`config.mk`:
```
export PLATFORM = sky130hd
export DESIGN_NAME = fetch_pc_unit
export DESIGN_NICKNAME = d
export VERILOG_FILES = /design/src/rtl/cpu_defs_pkg.sv /design/src/rtl/fetch_next_pc.sv /design/src/rtl/fetch_pc_unit.sv
export SDC_FILE = /design/constraint.sdc
export NUM_CORES = 1
export LEC_CHECK = 0
export ABC_AREA = 1
export CAP_MARGIN = 40
export CORE_UTILIZATION = 52
export CTS_CLUSTER_DIAMETER = 30
export DETAILED_ROUTE_END_ITERATION = 8
export GPL_ROUTABILITY_DRIVEN = 0
export PLACE_DENSITY = 0.86
export SLEW_MARGIN = 25
export SYNTH_ARGS = -nofsm -noshare
export SYNTH_HDL_FRONTEND = slang
export SYNTH_HIERARCHICAL = 1
export SYNTH_SLANG_ARGS = --single-unit
```
`constraint.sdc`:
```
create_clock -name clk -period 4.2 [get_ports clk]
set_input_delay 0.63 -clock clk [delete_from_list [all_inputs] [get_ports clk]]
set_output_delay 0.63 -clock clk [all_outputs]
set_load 0.03 [all_outputs]
```
`src/rtl/cpu_defs_pkg.sv`:
```
// Shared definitions for the instruction-fetch stage: reset/exception vectors,
// the fetch FSM encoding and the bubble instruction word.
package cpu_defs;

    localparam logic [31:0] RESET_PC  = 32'hBFC0_0000;
    localparam logic [31:0] EXC_ENTRY = 32'hBFC0_0380;
    localparam logic [31:0] INSTR_NOP = 32'h0000_0000;

    typedef enum logic [1:0] {
        S_REQ  = 2'd0,
        S_WAIT = 2'd1,
        S_HOLD = 2'd2
    } fetch_state_t;

endpackage

```
`src/rtl/fetch_next_pc.sv`:
```
// Next-PC priority mux: exception target, then a pending branch redirect,
// then sequential pc+4 (wraps at 32 bits).
module fetch_next_pc #(
    parameter logic [31:0] EXC_ENTRY = cpu_defs::EXC_ENTRY
) (
    input  logic [31:0] i_pc,
    input  logic        i_exc,
    input  logic        i_exc_sel,
    input  logic [31:0] i_exc_pc,
    input  logic        i_redir_go,
    input  logic [31:0] i_redir_pc,
    output logic [31:0] o_next_pc,
    output logic        o_redirect
);

    always_comb begin
        o_next_pc  = i_pc + 32'd4;
        o_redirect = 1'b0;
        if (i_exc) begin
            o_next_pc  = i_exc_sel ? i_exc_pc : EXC_ENTRY;
            o_redirect = 1'b1;
        end else if (i_redir_go) begin
            o_next_pc  = i_redir_pc;
            o_redirect = 1'b1;
        end
    end

endmodule

```
`src/rtl/fetch_pc_unit.sv`:
```
// IF stage: owns the PC, issues one instruction-bus request at a time and
// presents fetched instructions to decode, honouring stalls and redirects.
module fetch_pc_unit #(
    parameter logic [31:0] RESET_PC  = cpu_defs::RESET_PC,
    parameter logic [31:0] EXC_ENTRY = cpu_defs::EXC_ENTRY
) (
    input  logic        clk,
    input  logic        resetn,
    input  logic        stallF,
    input  logic        branch_takenD,
    input  logic [31:0] branch_targetD,
    input  logic        is_branchD,
    input  logic        exceptM,
    input  logic        except_pc_sel,
    input  logic [31:0] except_pcM,
    output logic        inst_req,
    output logic [31:0] inst_addr,
    input  logic        inst_addr_ok,
    input  logic        inst_data_ok,
    input  logic [31:0] inst_rdata,
    output logic [31:0] pcF,
    output logic [31:0] pc_plus4F,
    output logic [31:0] instrF,
    output logic        instr_validF,
    output logic [31:0] F_change,
    output logic        addr_errF,
    output logic [1:0]  o_dbg_state
);
    import cpu_defs::*;

    fetch_state_t r_state, w_state_nxt;
    logic [31:0]  r_pc, w_pc_nxt;
    logic         r_discard, w_discard_nxt;
    logic         r_dslot_cap, w_dslot_cap_nxt;
    logic         r_redir_pend, w_redir_pend_nxt;
    logic [31:0]  r_redir_pc, w_redir_pc_nxt;
    logic [31:0]  r_pcF, w_pcF_nxt;
    logic [31:0]  r_pc4F, w_pc4F_nxt;
    logic [31:0]  r_instrF, w_instrF_nxt;
    logic         r_validF, w_validF_nxt;
    logic         r_fchg, w_fchg_nxt;
    logic         r_aerrF, w_aerrF_nxt;

    logic [31:0]  w_pc_plus4;
    logic [31:0]  w_next_pc;
    logic         w_redirect;
    logic         w_misalign;
    logic         w_dslot_done;
    logic         w_redir_go;
    logic         w_advance;
    logic         w_step;

    assign w_pc_plus4   = r_pc + 32'd4;
    assign w_misalign   = (r_pc[1:0] != 2'b00);
    // The instruction whose completion releases the PC is the delay slot when
    // its request was accepted with is_branchD high.
    assign w_dslot_done = (r_state == S_HOLD) ? r_fchg : r_dslot_cap;
    assign w_redir_go   = r_redir_pend && w_dslot_done;
    assign w_step       = exceptM || w_advance;

    fetch_next_pc #(
        .EXC_ENTRY (EXC_ENTRY)
    ) u_next_pc (
        .i_pc       (r_pc),
        .i_exc      (exceptM),
        .i_exc_sel  (except_pc_sel),
        .i_exc_pc   (except_pcM),
        .i_redir_go (w_redir_go),
        .i_redir_pc (r_redir_pc),
        .o_next_pc  (w_next_pc),
        .o_redirect (w_redirect)
    );

    // Bus handshake: a request is accepted in any cycle with inst_req && inst_addr_ok;
    // exactly one inst_data_ok follows, and no new request is raised before it.
    always_comb begin
        w_state_nxt     = r_state;
        w_discard_nxt   = r_discard;
        w_dslot_cap_nxt = r_dslot_cap;
        w_pcF_nxt       = r_pcF;
        w_pc4F_nxt      = r_pc4F;
        w_instrF_nxt    = r_instrF;
        w_validF_nxt    = r_validF;
        w_fchg_nxt      = r_fchg;
        w_aerrF_nxt     = r_aerrF;
        w_advance       = 1'b0;
        inst_req        = 1'b0;

        case (r_state)
            S_REQ: begin
                inst_req     = resetn && !w_misalign && !exceptM;
                w_validF_nxt = 1'b0;
                w_instrF_nxt = INSTR_NOP;
                w_fchg_nxt   = 1'b0;
                w_aerrF_nxt  = 1'b0;
                if (!exceptM) begin
                    if (w_misalign) begin
                        w_pcF_nxt   = r_pc;
                        w_pc4F_nxt  = w_pc_plus4;
                        w_aerrF_nxt = 1'b1;
                    end else if (inst_addr_ok) begin
                        w_state_nxt     = S_WAIT;
                        w_dslot_cap_nxt = is_branchD;
                    end
                end
            end
            S_WAIT: begin
                w_validF_nxt = 1'b0;
                w_instrF_nxt = INSTR_NOP;
                w_fchg_nxt   = 1'b0;
                w_aerrF_nxt  = 1'b0;
                if (inst_data_ok) begin
                    w_discard_nxt = 1'b0;
                    w_state_nxt   = S_REQ;
                    if (!r_discard && !exceptM) begin
                        w_pcF_nxt    = r_pc;
                        w_pc4F_nxt   = w_pc_plus4;
                        w_instrF_nxt = inst_rdata;
                        w_validF_nxt = 1'b1;
                        w_fchg_nxt   = r_dslot_cap;
                        if (stallF) begin
                            w_state_nxt = S_HOLD;
                        end else begin
                            w_advance = 1'b1;
                        end
                    end
                end else if (exceptM) begin
                    w_discard_nxt = 1'b1;
                end
            end
            S_HOLD: begin
                if (exceptM || !stallF) begin
                    w_validF_nxt = 1'b0;
                    w_instrF_nxt = INSTR_NOP;
                    w_fchg_nxt   = 1'b0;
                    w_aerrF_nxt  = 1'b0;
                    w_state_nxt  = S_REQ;
                    w_advance    = !exceptM;
                end
            end
            default: begin
                w_state_nxt = S_REQ;
            end
        endcase

        w_pc_nxt = w_step ? w_next_pc : r_pc;

        w_redir_pend_nxt = r_redir_pend;
        w_redir_pc_nxt   = r_redir_pc;
        if (exceptM) begin
            w_redir_pend_nxt = 1'b0;
        end else if (branch_takenD && !stallF) begin
            w_redir_pend_nxt = 1'b1;
            w_redir_pc_nxt   = branch_targetD;
        end else if (w_advance && w_redirect) begin
            w_redir_pend_nxt = 1'b0;
        end
    end

    always_ff @(posedge clk or negedge resetn) begin
        if (!resetn) begin
            r_state      <= S_REQ;
            r_pc         <= RESET_PC;
            r_discard    <= 1'b0;
            r_dslot_cap  <= 1'b0;
            r_redir_pend <= 1'b0;
            r_redir_pc   <= 32'd0;
            r_pcF        <= 32'd0;
            r_pc4F       <= 32'd0;
            r_instrF     <= INSTR_NOP;
            r_validF     <= 1'b0;
            r_fchg       <= 1'b0;
            r_aerrF      <= 1'b0;
        end else begin
            r_state      <= w_state_nxt;
            r_pc         <= w_pc_nxt;
            r_discard    <= w_discard_nxt;
            r_dslot_cap  <= w_dslot_cap_nxt;
            r_redir_pend <= w_redir_pend_nxt;
            r_redir_pc   <= w_redir_pc_nxt;
            r_pcF        <= w_pcF_nxt;
            r_pc4F       <= w_pc4F_nxt;
            r_instrF     <= w_instrF_nxt;
            r_validF     <= w_validF_nxt;
            r_fchg       <= w_fchg_nxt;
            r_aerrF      <= w_aerrF_nxt;
        end
    end

    assign inst_addr    = r_pc;
    assign pcF          = r_pcF;
    assign pc_plus4F    = r_pc4F;
    assign instrF       = r_instrF;
    assign instr_validF = r_validF;
    assign F_change     = {31'd0, r_fchg};
    assign addr_errF    = r_aerrF;
    assign o_dbg_state  = r_state;

endmodule

```
==> impl_metrics.py, run 1 <==
metrics = {
    "outcome": {
        "status": "complete, no violations",
    },
    "floorplanning": {
        "die_w_um": 135,
        "core-area_um2": 17200,
        "io_pins": 270,
        "floorplan.die_area_um2": 18200,
        "start_util_pct": 53.2,
        "rows": 48,
        "die_h_um": 135,
    },
    "pwr": {
        "clkPwrFrac_pct": 21.8,
        "total_power_mw": 7.66,
        "power.internal_mw": 4.34,
        "peakVddDrop_mv": 0.399,
        "p_sw_share_pct": 43.3,
        "seq_power_share_pct": 33.4,
        "leakage_nw": 5.72,
        "switching_power_mw": 3.32,
        "power_density_nw_per_um2": 627,
        "pwr-share-comb_pct": 44.9,
    },
    "clock_tree": {
        "ctsHoldBuffers": 0,
        "cts.sink_count": 166,
        "cts_tree": "yes",
        "clock_latency_ns": 0.44,
        "h-tree-depth": 4,
        "postCtsSetupRepairBufs": 0,
        "cts-root-buf": "clkbuf_16",
        "clk_pin_slew_worst_paths_ns": 0.07,
        "cts_max_path_buffers": 2,
        "postCtsResizedCells": 0,
        "numCtsBuffers": 17,
    },
    "worst_setup_path": {
        "cp-start-kind": "input pin",
        "endpoint_kind": "primary output",
        "reg2reg_setup_slack_ns": 1.46,
        "r2r-end": "inst_addr[2]$_DFFE_PN0P_",
        "path_class": "in2out",
        "crit_required_ns": 3.57,
        "r2r_cells": 12,
        "critical_path_arrival_ns": 2.21,
        "path_max_fanout": 19,
        "reg2reg_from": "o_dbg_state[0]$_DFFE_PN0P_",
    },
    "grt": {
        "grt_pass1_wl_mm": 42.7,
        "antenna_found_initial": 0,
        "grt_max_degree": 126,
        "overflow": 0,
        "globalRouteTotalUtil_pct": 30.3,
        "grt_pass1_vias": 8617,
    },
    "yosys": {
        "synth-seq-cells": 166,
        "yosysSeqAreaShare_pct": 45.5,
        "syn_area_um2": 9160,
        "synth_edf_count": 0,
        "yosysTopAreaCell": "dfrtp_1",
        "syn_inst": 1227,
        "synth_ff_type": "dfrtp_1",
        "async_flop_share_pct": 100,
        "synth_cell_types": 37,
        "synthTopCellsByArea": "dfrtp_1 (43%), nand2_1 (15%), nor2_1 (7.1%), inv_1 (4.8%), nand3_1 (4.6%)",
        "avgSynthCellArea_um2": 7.47,
        "synth_top_area_share_pct": 42.9,
        "yosysWarningCount": 6,
    },
    "finish": {
        "fin_cells": 1686,
        "mostFrequentLayoutCells": "nand2_1 (378), clkdlybuf4s50_1 (237), nor2_1 (172)",
        "layout_commonest_cell": "nand2_1",
        "drive_above_1_share_pct": 8.08,
        "antenna-diode-count": 0,
        "fin_area_um2": 12200,
        "final_nets": 1559,
        "area_growth_pct": 33.4,
    },
    "placement": {
        "io_buffer_count": 238,
        "place_area_um2": 11600,
        "dp.cells": 1653,
        "dp_hpwl_mm": 19.1,
    },
    "timing": {
        "min_period_ns": 2.84,
        "slew_viol_final": 0,
        "setup_viol": 0,
        "rsz0062_at_grt": "no",
        "fin_skew_ns": 0.0110,
        "tightest_slew_ns": 0.772,
        "fin_tns_setup_ns": 0,
        "finalHoldViolCount": 0,
        "post-route-period-util_pct": 67.6,
        "relSlewSlack_pct": 48.4,
        "max_clock_freq_mhz": 352,
    },
    "route": {
        "wire_per_inst_um": 15.9,
        "drtAntennaViolNets": 0,
        "drt_iter0_drc": 804,
        "dr.pass1.iters": 6,
        "vias": 9024,
        "drc": 0,
        "wl_mm": 26.8,
        "vias_per_cell": 5.35,
    },
    "min_path": {
        "hold_path.class": "in2async",
    },
    "flow_run": {
        "drv_cap": 0,
    },
}
==> through the flow <==
step	hold slack, ns	worst slack (ns)	utilization, %
final	0.110	1.36	70.9
after global routing	0.139	1.21	70.9
after CTS	0.123	1.36	70.7
after detailed placement	0.473	1.05	67.1
after global placement	0.465	1.18	67.0
after floorplan	0.334	2.04	-
==> power by group through the flow <==
stage | logic [mW] | clock network (mW) | registers (mW)
floorplan | 1.44 | 0 | 3.17
global placement | 3.28 | 0 | 2.55
detailed placement | 3.38 | 0 | 2.56
CTS | 3.42 | 1.68 | 2.54
global route | 3.71 | 1.75 | 2.61
finish | 3.44 | 1.67 | 2.56
==> Yosys cell counts (2+ instances only) <==
cell type  count
nand2_1      378
nor2_1       173
dfrtp_1      157
inv_1        118
nand3_1       85
o21ai_0       64
o21ai_1       47
buf_4         45
mux2_2        32
buf_2         17
clkbuf_1      14
a21oi_1       12
dfstp_2        9
nor3_1         9
nand2_2        8
nor2_4         8
xnor2_1        7
ha_1           6
nor2_2         6
nand4_1        5
xor2_1         5
o31ai_1        4
nand2_4        3
inv_2          2
==> how the worst max path moves through the flow <==
stage,startpoint,endpoint,slack [ns],cells past startpoint
after detailed placement,exceptM,inst_addr[29]$_DFFE_PN1P_,1.05,8
after floorplan,exceptM,inst_req,2.04,4
after CTS,exceptM,inst_req,1.36,5
after global routing,o_dbg_state[0]$_DFFE_PN0P_,inst_addr[5]$_DFFE_PN0P_,1.21,12
final,exceptM,inst_req,1.36,5
after global placement,exceptM,inst_addr[28]$_DFFE_PN1P_,1.18,8
==> per-layer routing <==
layer  global-route usage, %  share of wire (%)  vias to the layer above
li1                        -                  -                     4233
met1                    38.1                 39                     4180
met2                    49.9                 48                      523
met3                    6.53                9.3                       88
met4                    14.0                3.8                        0
met5                       0                  0                        -
==> kinds of logic (layout without fill, tap and decap cells) <==
kind of cell / count (synthesis) / in the layout / synth area share [%]
fa+ha+maj: 6 / 6 / 0.819
mux: 32 / 32 / 3.93
flops: 166 / 166 / 45.5
other cells: 1 / 31 / 0.0409
xor+xnor: 12 / 12 / 1.15
buf+inv: 199 / 403 / 10.3
compound gates: 129 / 129 / 7.20
simple gates: 682 / 682 / 31.1
==> cell type report <==
type / instances / area (µm²)
Fill cell: 1336 / 5010
Timing Repair Buffer: 250 / 2530
Inverter: 121 / 454
Tap cell: 225 / 282
Clock buffer: 18 / 439
Sequential cell: 166 / 4170
Clock inverter: 14 / 186
Multi-Input combinational cell: 892 / 4170
==> registers in the layout, summed over array words and instances, names as in the netlist <==
name,count
instrF,32
r_discard,1
inst_addr,32
r_redir_pc,32
r_redir_pend,1
r_fchg,1
instr_validF,1
addr_errF,1
o_dbg_state,2
pcF,32
r_dslot_cap,1
pc_plus4F,30
==> critical path, cell delays in order <==
cell and delay (ns):
clkdlybuf4s50_1 0.43, inv_2 0.27, nand2_1 0.08, nor2_1 0.11
clkdlybuf4s50_1 0.68
Power figures use the tool's default switching activity.
==> inputs of run 2 (changes only) <==
--- a/config.mk
+++ b/config.mk
@@ -7,11 +7,11 @@
 export LEC_CHECK = 0
 export ABC_AREA = 1
 export CAP_MARGIN = 40
-export CORE_UTILIZATION = 52
+export CORE_UTILIZATION = 48
 export CTS_CLUSTER_DIAMETER = 30
 export DETAILED_ROUTE_END_ITERATION = 8
 export GPL_ROUTABILITY_DRIVEN = 0
-export PLACE_DENSITY = 0.86
+export PLACE_DENSITY = 0.8
 export SLEW_MARGIN = 25
 export SYNTH_ARGS = -nofsm -noshare
 export SYNTH_HDL_FRONTEND = slang
==> constraint.sdc (replaced) <==
create_clock -name clk -period 3 [get_ports clk]
set_input_delay 0.45 -clock clk [delete_from_list [all_inputs] [get_ports clk]]
set_output_delay 0.45 -clock clk [all_outputs]
set_load 0.03 [all_outputs]
==> impl_metrics.py, run 2 (same netlist as run 1, synthesis figures left out) <==
metrics = {
    "floorplanning": {
        "start_util_pct": 49.0,
        "core-area_um2": 18700,
        "die_h_um": 140,
        "rows": 50,
        "die_w_um": 140,
        "floorplan.die_area_um2": 19600,
        "io_pins": 270,
    },
    "worst_setup_path": {
        "cp-start-kind": "flop",
        "path_max_fanout": 39,
        "critical_path_arrival_ns": 2.70,
        "crit_required_ns": 3.31,
        "path_class": "reg2reg",
        "endpoint_kind": "flop",
    },
    "outcome": {
        "status": "complete, no violations",
    },
    "timing": {
        "relSlewSlack_pct": 54.1,
        "tightest_slew_ns": 0.688,
        "slew_viol_final": 0,
        "post-route-period-util_pct": 79.6,
        "fin_tns_setup_ns": 0,
        "fin_skew_ns": 0.0102,
        "max_clock_freq_mhz": 419,
        "layout_setup_ws_ns": 0.612,
        "finalHoldViolCount": 0,
        "min_period_ns": 2.39,
        "setup_viol": 0,
        "rsz0062_at_grt": "no",
    },
    "flow_run": {
        "drv_cap": 0,
    },
    "route": {
        "dr.pass1.iters": 8,
        "vias": 8748,
        "drc": 0,
        "wl_mm": 25.8,
        "drtAntennaViolNets": 0,
        "drt_iter0_drc": 769,
        "vias_per_cell": 5.15,
        "wire_per_inst_um": 15.2,
    },
    "clock_tree": {
        "cts.sink_count": 166,
        "cts_tree": "yes",
        "clock_latency_ns": 0.43,
        "postCtsResizedCells": 0,
        "postCtsSetupRepairBufs": 0,
        "cts-root-buf": "clkbuf_16",
        "cts_max_path_buffers": 2,
        "clk_pin_slew_worst_paths_ns": 0.07,
        "numCtsBuffers": 17,
        "h-tree-depth": 4,
        "ctsHoldBuffers": 0,
    },
    "finish": {
        "mostFrequentLayoutCells": "nand2_1 (378), clkdlybuf4s50_1 (236), nor2_1 (172)",
        "drive_above_1_share_pct": 8.26,
        "final_core_util_pct": 65.1,
        "regArea_um2": 4170,
        "area_growth_pct": 33.0,
        "antenna-diode-count": 0,
        "layout_commonest_cell": "nand2_1",
        "fill_cells": 1595,
        "final_nets": 1563,
        "multi_input_area_um2": 4170,
    },
    "pwr": {
        "power_density_nw_per_um2": 853,
        "clkPwrFrac_pct": 19.7,
        "peakVddDrop_mv": 0.468,
        "seq_power_share_pct": 34.4,
        "total_power_mw": 10.4,
        "power.internal_mw": 5.84,
        "pwr-share-comb_pct": 46.0,
        "leakage_nw": 5.69,
        "switching_power_mw": 4.55,
        "p_sw_share_pct": 43.8,
    },
    "placement": {
        "io_buffer_count": 238,
        "dpl_worst_slack_ns": 0.468,
        "dp_hpwl_mm": 19.3,
    },
    "grt": {
        "overflow": 0,
        "grt_pass1_wl_mm": 41.5,
        "grt_max_degree": 105,
        "grt_pass1_vias": 8186,
        "antenna_found_initial": 0,
        "globalRouteTotalUtil_pct": 26.9,
    },
    "min_path": {
        "hold_path.class": "in2async",
    },
}
==> run 2: cell type report <==
type | instances | share of cell area, %
Clock buffer | 21 | 3.78
Clock inverter | 11 | 0.760
Inverter | 121 | 3.73
Multi-Input combinational cell | 892 | 34.2
Sequential cell | 166 | 34.2
Tap cell | 234 | 2.40
Timing Repair Buffer | 254 | 20.9
==> run 2: per-layer routing <==
layer | up-vias | part of all wire (%) | GRT usage, %
met3 | 60 | 7.3 | 5.13
li1 | 4234 | - | -
met5 | - | 0 | 0
met1 | 4057 | 43 | 36.0
met2 | 397 | 47 | 42.9
met4 | 0 | 3.3 | 11.2
==> run 2: final timing paths <==
check	startpoint	to	cells after the start	slack (ns)
max	o_dbg_state[0]$_DFFE_PN0P_	inst_addr[4]$_DFFE_PN0P_	11	0.61
min	resetn	pcF[7]$_DFFE_PN0P_	2	0.09
max reg2reg	o_dbg_state[0]$_DFFE_PN0P_	inst_addr[4]$_DFFE_PN0P_	11	0.61
min reg2reg	pcF[7]$_DFFE_PN0P_	pcF[7]$_DFFE_PN0P_	2	0.48
max in group asynchronous	resetn	pcF[21]$_DFFE_PN0P_	3	2.41
min in group clk	pcF[7]$_DFFE_PN0P_	pcF[7]$_DFFE_PN0P_	2	0.48
==> run 2: power by group through the flow <==
stage / logic, mW / registers, mW / clock network (mW)
6_report: 4.78 / 3.57 / 2.04
5_1_grt: 5.15 / 3.65 / 2.16
4_1_cts: 4.78 / 3.56 / 2.08
3_5_place_dp: 4.75 / 3.58 / 0
3_3_place_gp: 4.66 / 3.57 / 0
2_1_floorplan: 2.02 / 4.44 / 0
==> run 2: critical path, cell delays in order, from the launching register on <==
cell	delay, ns
dfrtp_1	0.42
inv_1	0.12
ha_1	0.25
o21ai_0	0.11
a21oi_1	0.15
buf_4	0.24
clkinv_1	0.11
buf_4	0.26
o21ai_0	0.35
o21ai_0	0.14
nand2_1	0.08
nand2_1	0.04
==> run 2: stage by stage <==
step                      cells  cell area, µm²  hold slack, ns
after floorplan            1257            9280           0.154
after global placement     1666           11600           0.463
after detailed placement   1666           11600           0.467
after CTS                  1698           12200           0.152
after global routing       1699           12200           0.113
final                      1699           12200          0.0900
==> inputs of run 3 (changes only) <==
--- a/config.mk
+++ b/config.mk
@@ -7,11 +7,11 @@
 export LEC_CHECK = 0
 export ABC_AREA = 1
 export CAP_MARGIN = 40
-export CORE_UTILIZATION = 48
+export CORE_UTILIZATION = 44
 export CTS_CLUSTER_DIAMETER = 30
 export DETAILED_ROUTE_END_ITERATION = 8
 export GPL_ROUTABILITY_DRIVEN = 0
-export PLACE_DENSITY = 0.8
+export PLACE_DENSITY = 0.77
 export SLEW_MARGIN = 25
 export SYNTH_ARGS = -nofsm -noshare
 export SYNTH_HDL_FRONTEND = slang
==> constraint.sdc (replaced) <==
create_clock -name clk -period 2.1 [get_ports clk]
set_input_delay 0.315 -clock clk [delete_from_list [all_inputs] [get_ports clk]]
set_output_delay 0.315 -clock clk [all_outputs]
set_load 0.03 [all_outputs]
==> impl_metrics.py, run 3 (same netlist as run 1, synthesis figures left out) <==
metrics = {
    "finish": {
        "fill_cells": 1749,
        "mostFrequentLayoutCells": "nand2_1 (378), clkdlybuf4s50_1 (219), nor2_1 (172)",
        "area_growth_pct": 36.1,
        "multi_input_area_um2": 4190,
        "drive_above_1_share_pct": 9.48,
        "antenna-diode-count": 0,
        "final_core_util_pct": 61.5,
        "regArea_um2": 4170,
        "layout_commonest_cell": "nand2_1",
        "final_nets": 1576,
    },
    "clock_tree": {
        "postCtsSetupRepairBufs": 0,
        "clock_latency_ns": 0.44,
        "cts_max_path_buffers": 2,
        "h-tree-depth": 4,
        "numCtsBuffers": 17,
        "cts_tree": "yes",
        "cts-root-buf": "clkbuf_16",
        "clk_pin_slew_worst_paths_ns": 0.07,
        "cts.sink_count": 166,
    },
    "worst_setup_path": {
        "cp-start-kind": "flop",
        "endpoint_kind": "primary output",
        "path_class": "reg2out",
        "critical_path_buf_inv_count": 1,
        "path_cells": "clkdlybuf4s50_1",
        "path_max_fanout": 5,
        "cp_top_family": "buffers and inverters",
        "crit_required_ns": 1.78,
        "cpMaxStageDelayCell": "clkdlybuf4s50_1",
        "critical_path_arrival_ns": 1.75,
        "critPathMaxStageDelay_ns": 0.71,
    },
    "grt": {
        "antenna_found_initial": 0,
        "grt_max_degree": 68,
        "grt_pass1_vias": 8303,
        "overflow": 0,
        "grt_pass1_wl_mm": 43.1,
        "globalRouteTotalUtil_pct": 25.5,
    },
    "timing": {
        "relSlewSlack_pct": 57.5,
        "finalHoldViolCount": 0,
        "post-route-period-util_pct": 98.2,
        "setup_viol": 0,
        "min_period_ns": 2.06,
        "fin_tns_setup_ns": 0,
        "max_clock_freq_mhz": 485,
        "slew_viol_final": 0,
        "tightest_slew_ns": 0.638,
        "rsz0062_at_grt": "no",
        "fin_skew_ns": 0.0100,
    },
    "pwr": {
        "total_power_mw": 15.3,
        "power_density_nw_per_um2": 1230,
        "peakVddDrop_mv": 0.686,
        "leakage_nw": 5.91,
    },
    "route": {
        "drtAntennaViolNets": 0,
        "dr.pass1.iters": 6,
        "vias_per_cell": 5.05,
        "vias": 8820,
        "wire_per_inst_um": 15.3,
        "drt_iter0_drc": 750,
        "drc": 0,
        "wl_mm": 26.7,
    },
    "floorplanning": {
        "die_h_um": 146,
        "rows": 52,
        "io_pins": 270,
        "floorplan.die_area_um2": 21400,
        "core-area_um2": 20300,
        "start_util_pct": 45.1,
        "die_w_um": 146,
    },
    "min_path": {
        "hold_path.class": "in2reg",
    },
    "placement": {
        "dp_hpwl_mm": 20.0,
        "io_buffer_count": 238,
    },
    "flow_run": {
        "drv_cap": 0,
    },
    "outcome": {
        "status": "complete, no violations",
    },
}
-- run 3: metal layers --
layer | global-route usage, % | share of wire (%) | wire length, µm
met5 | 0 | 0 | 0
met4 | 10.7 | 3.0 | 796
met1 | 35.6 | 45 | 11900
met3 | 4.03 | 7.1 | 1900
met2 | 39.4 | 45 | 12100
-- run 3: layout make-up --
class	instances	share of cell area [%]
Sequential cell	166	33.4
Clock buffer	19	3.55
Timing Repair Buffer	267	22.0
Clock inverter	12	1.16
Multi-Input combinational cell	892	33.6
Tap cell	270	2.71
Inverter	121	3.64
-- run 3: repair_timing --
item / 4_1_cts / 5_1_grt
hold endpoints to repair: 0 / 10
gates resized for setup: 12 / 14
hold buffers: 0 / 1
endpoints found under the setup margin: 12 / 20
-- run 3: report_power, final --
part           switching (mW)  internal, mW  total (mW)  leakage [nW]
logic                    4.30          2.71        7.01          3.55
registers               0.967          4.17        5.14          2.07
clock network            1.36          1.80        3.16         0.280
-- run 3: final timing paths --
path	from	to	slack [ns]	cells past startpoint
worst max-delay path	inst_addr[31]$_DFFE_PN1P_	inst_addr[31]	0.04	1
worst min-delay path	inst_rdata[15]	instrF[15]$_DFFE_PN0P_	0.41	3
worst max register to register	o_dbg_state[1]$_DFFE_PN0P_	inst_addr[11]$_DFFE_PN0P_	0.18	11
worst min register to register	pc_plus4F[3]$_DFFE_PN0P_	pc_plus4F[3]$_DFFE_PN0P_	0.49	2
max in group asynchronous	resetn	inst_addr[9]$_DFFE_PN0P_	1.02	3
min in group asynchronous	resetn	pc_plus4F[25]$_DFFE_PN0P_	0.42	3
-- run 3: through the flow --
step                      cell area (µm²)  instances  setup slack [ns]  hold slack, ns
after floorplan                      9280       1257            0.0648          0.0194
after global placement              11800       1714             0.175           0.465
after detailed placement            11800       1714             0.120           0.473
after CTS                           12400       1745           0.00463          0.0583
after global routing                12500       1747         0.0000173           0.417
final                               12500       1747            0.0382           0.413
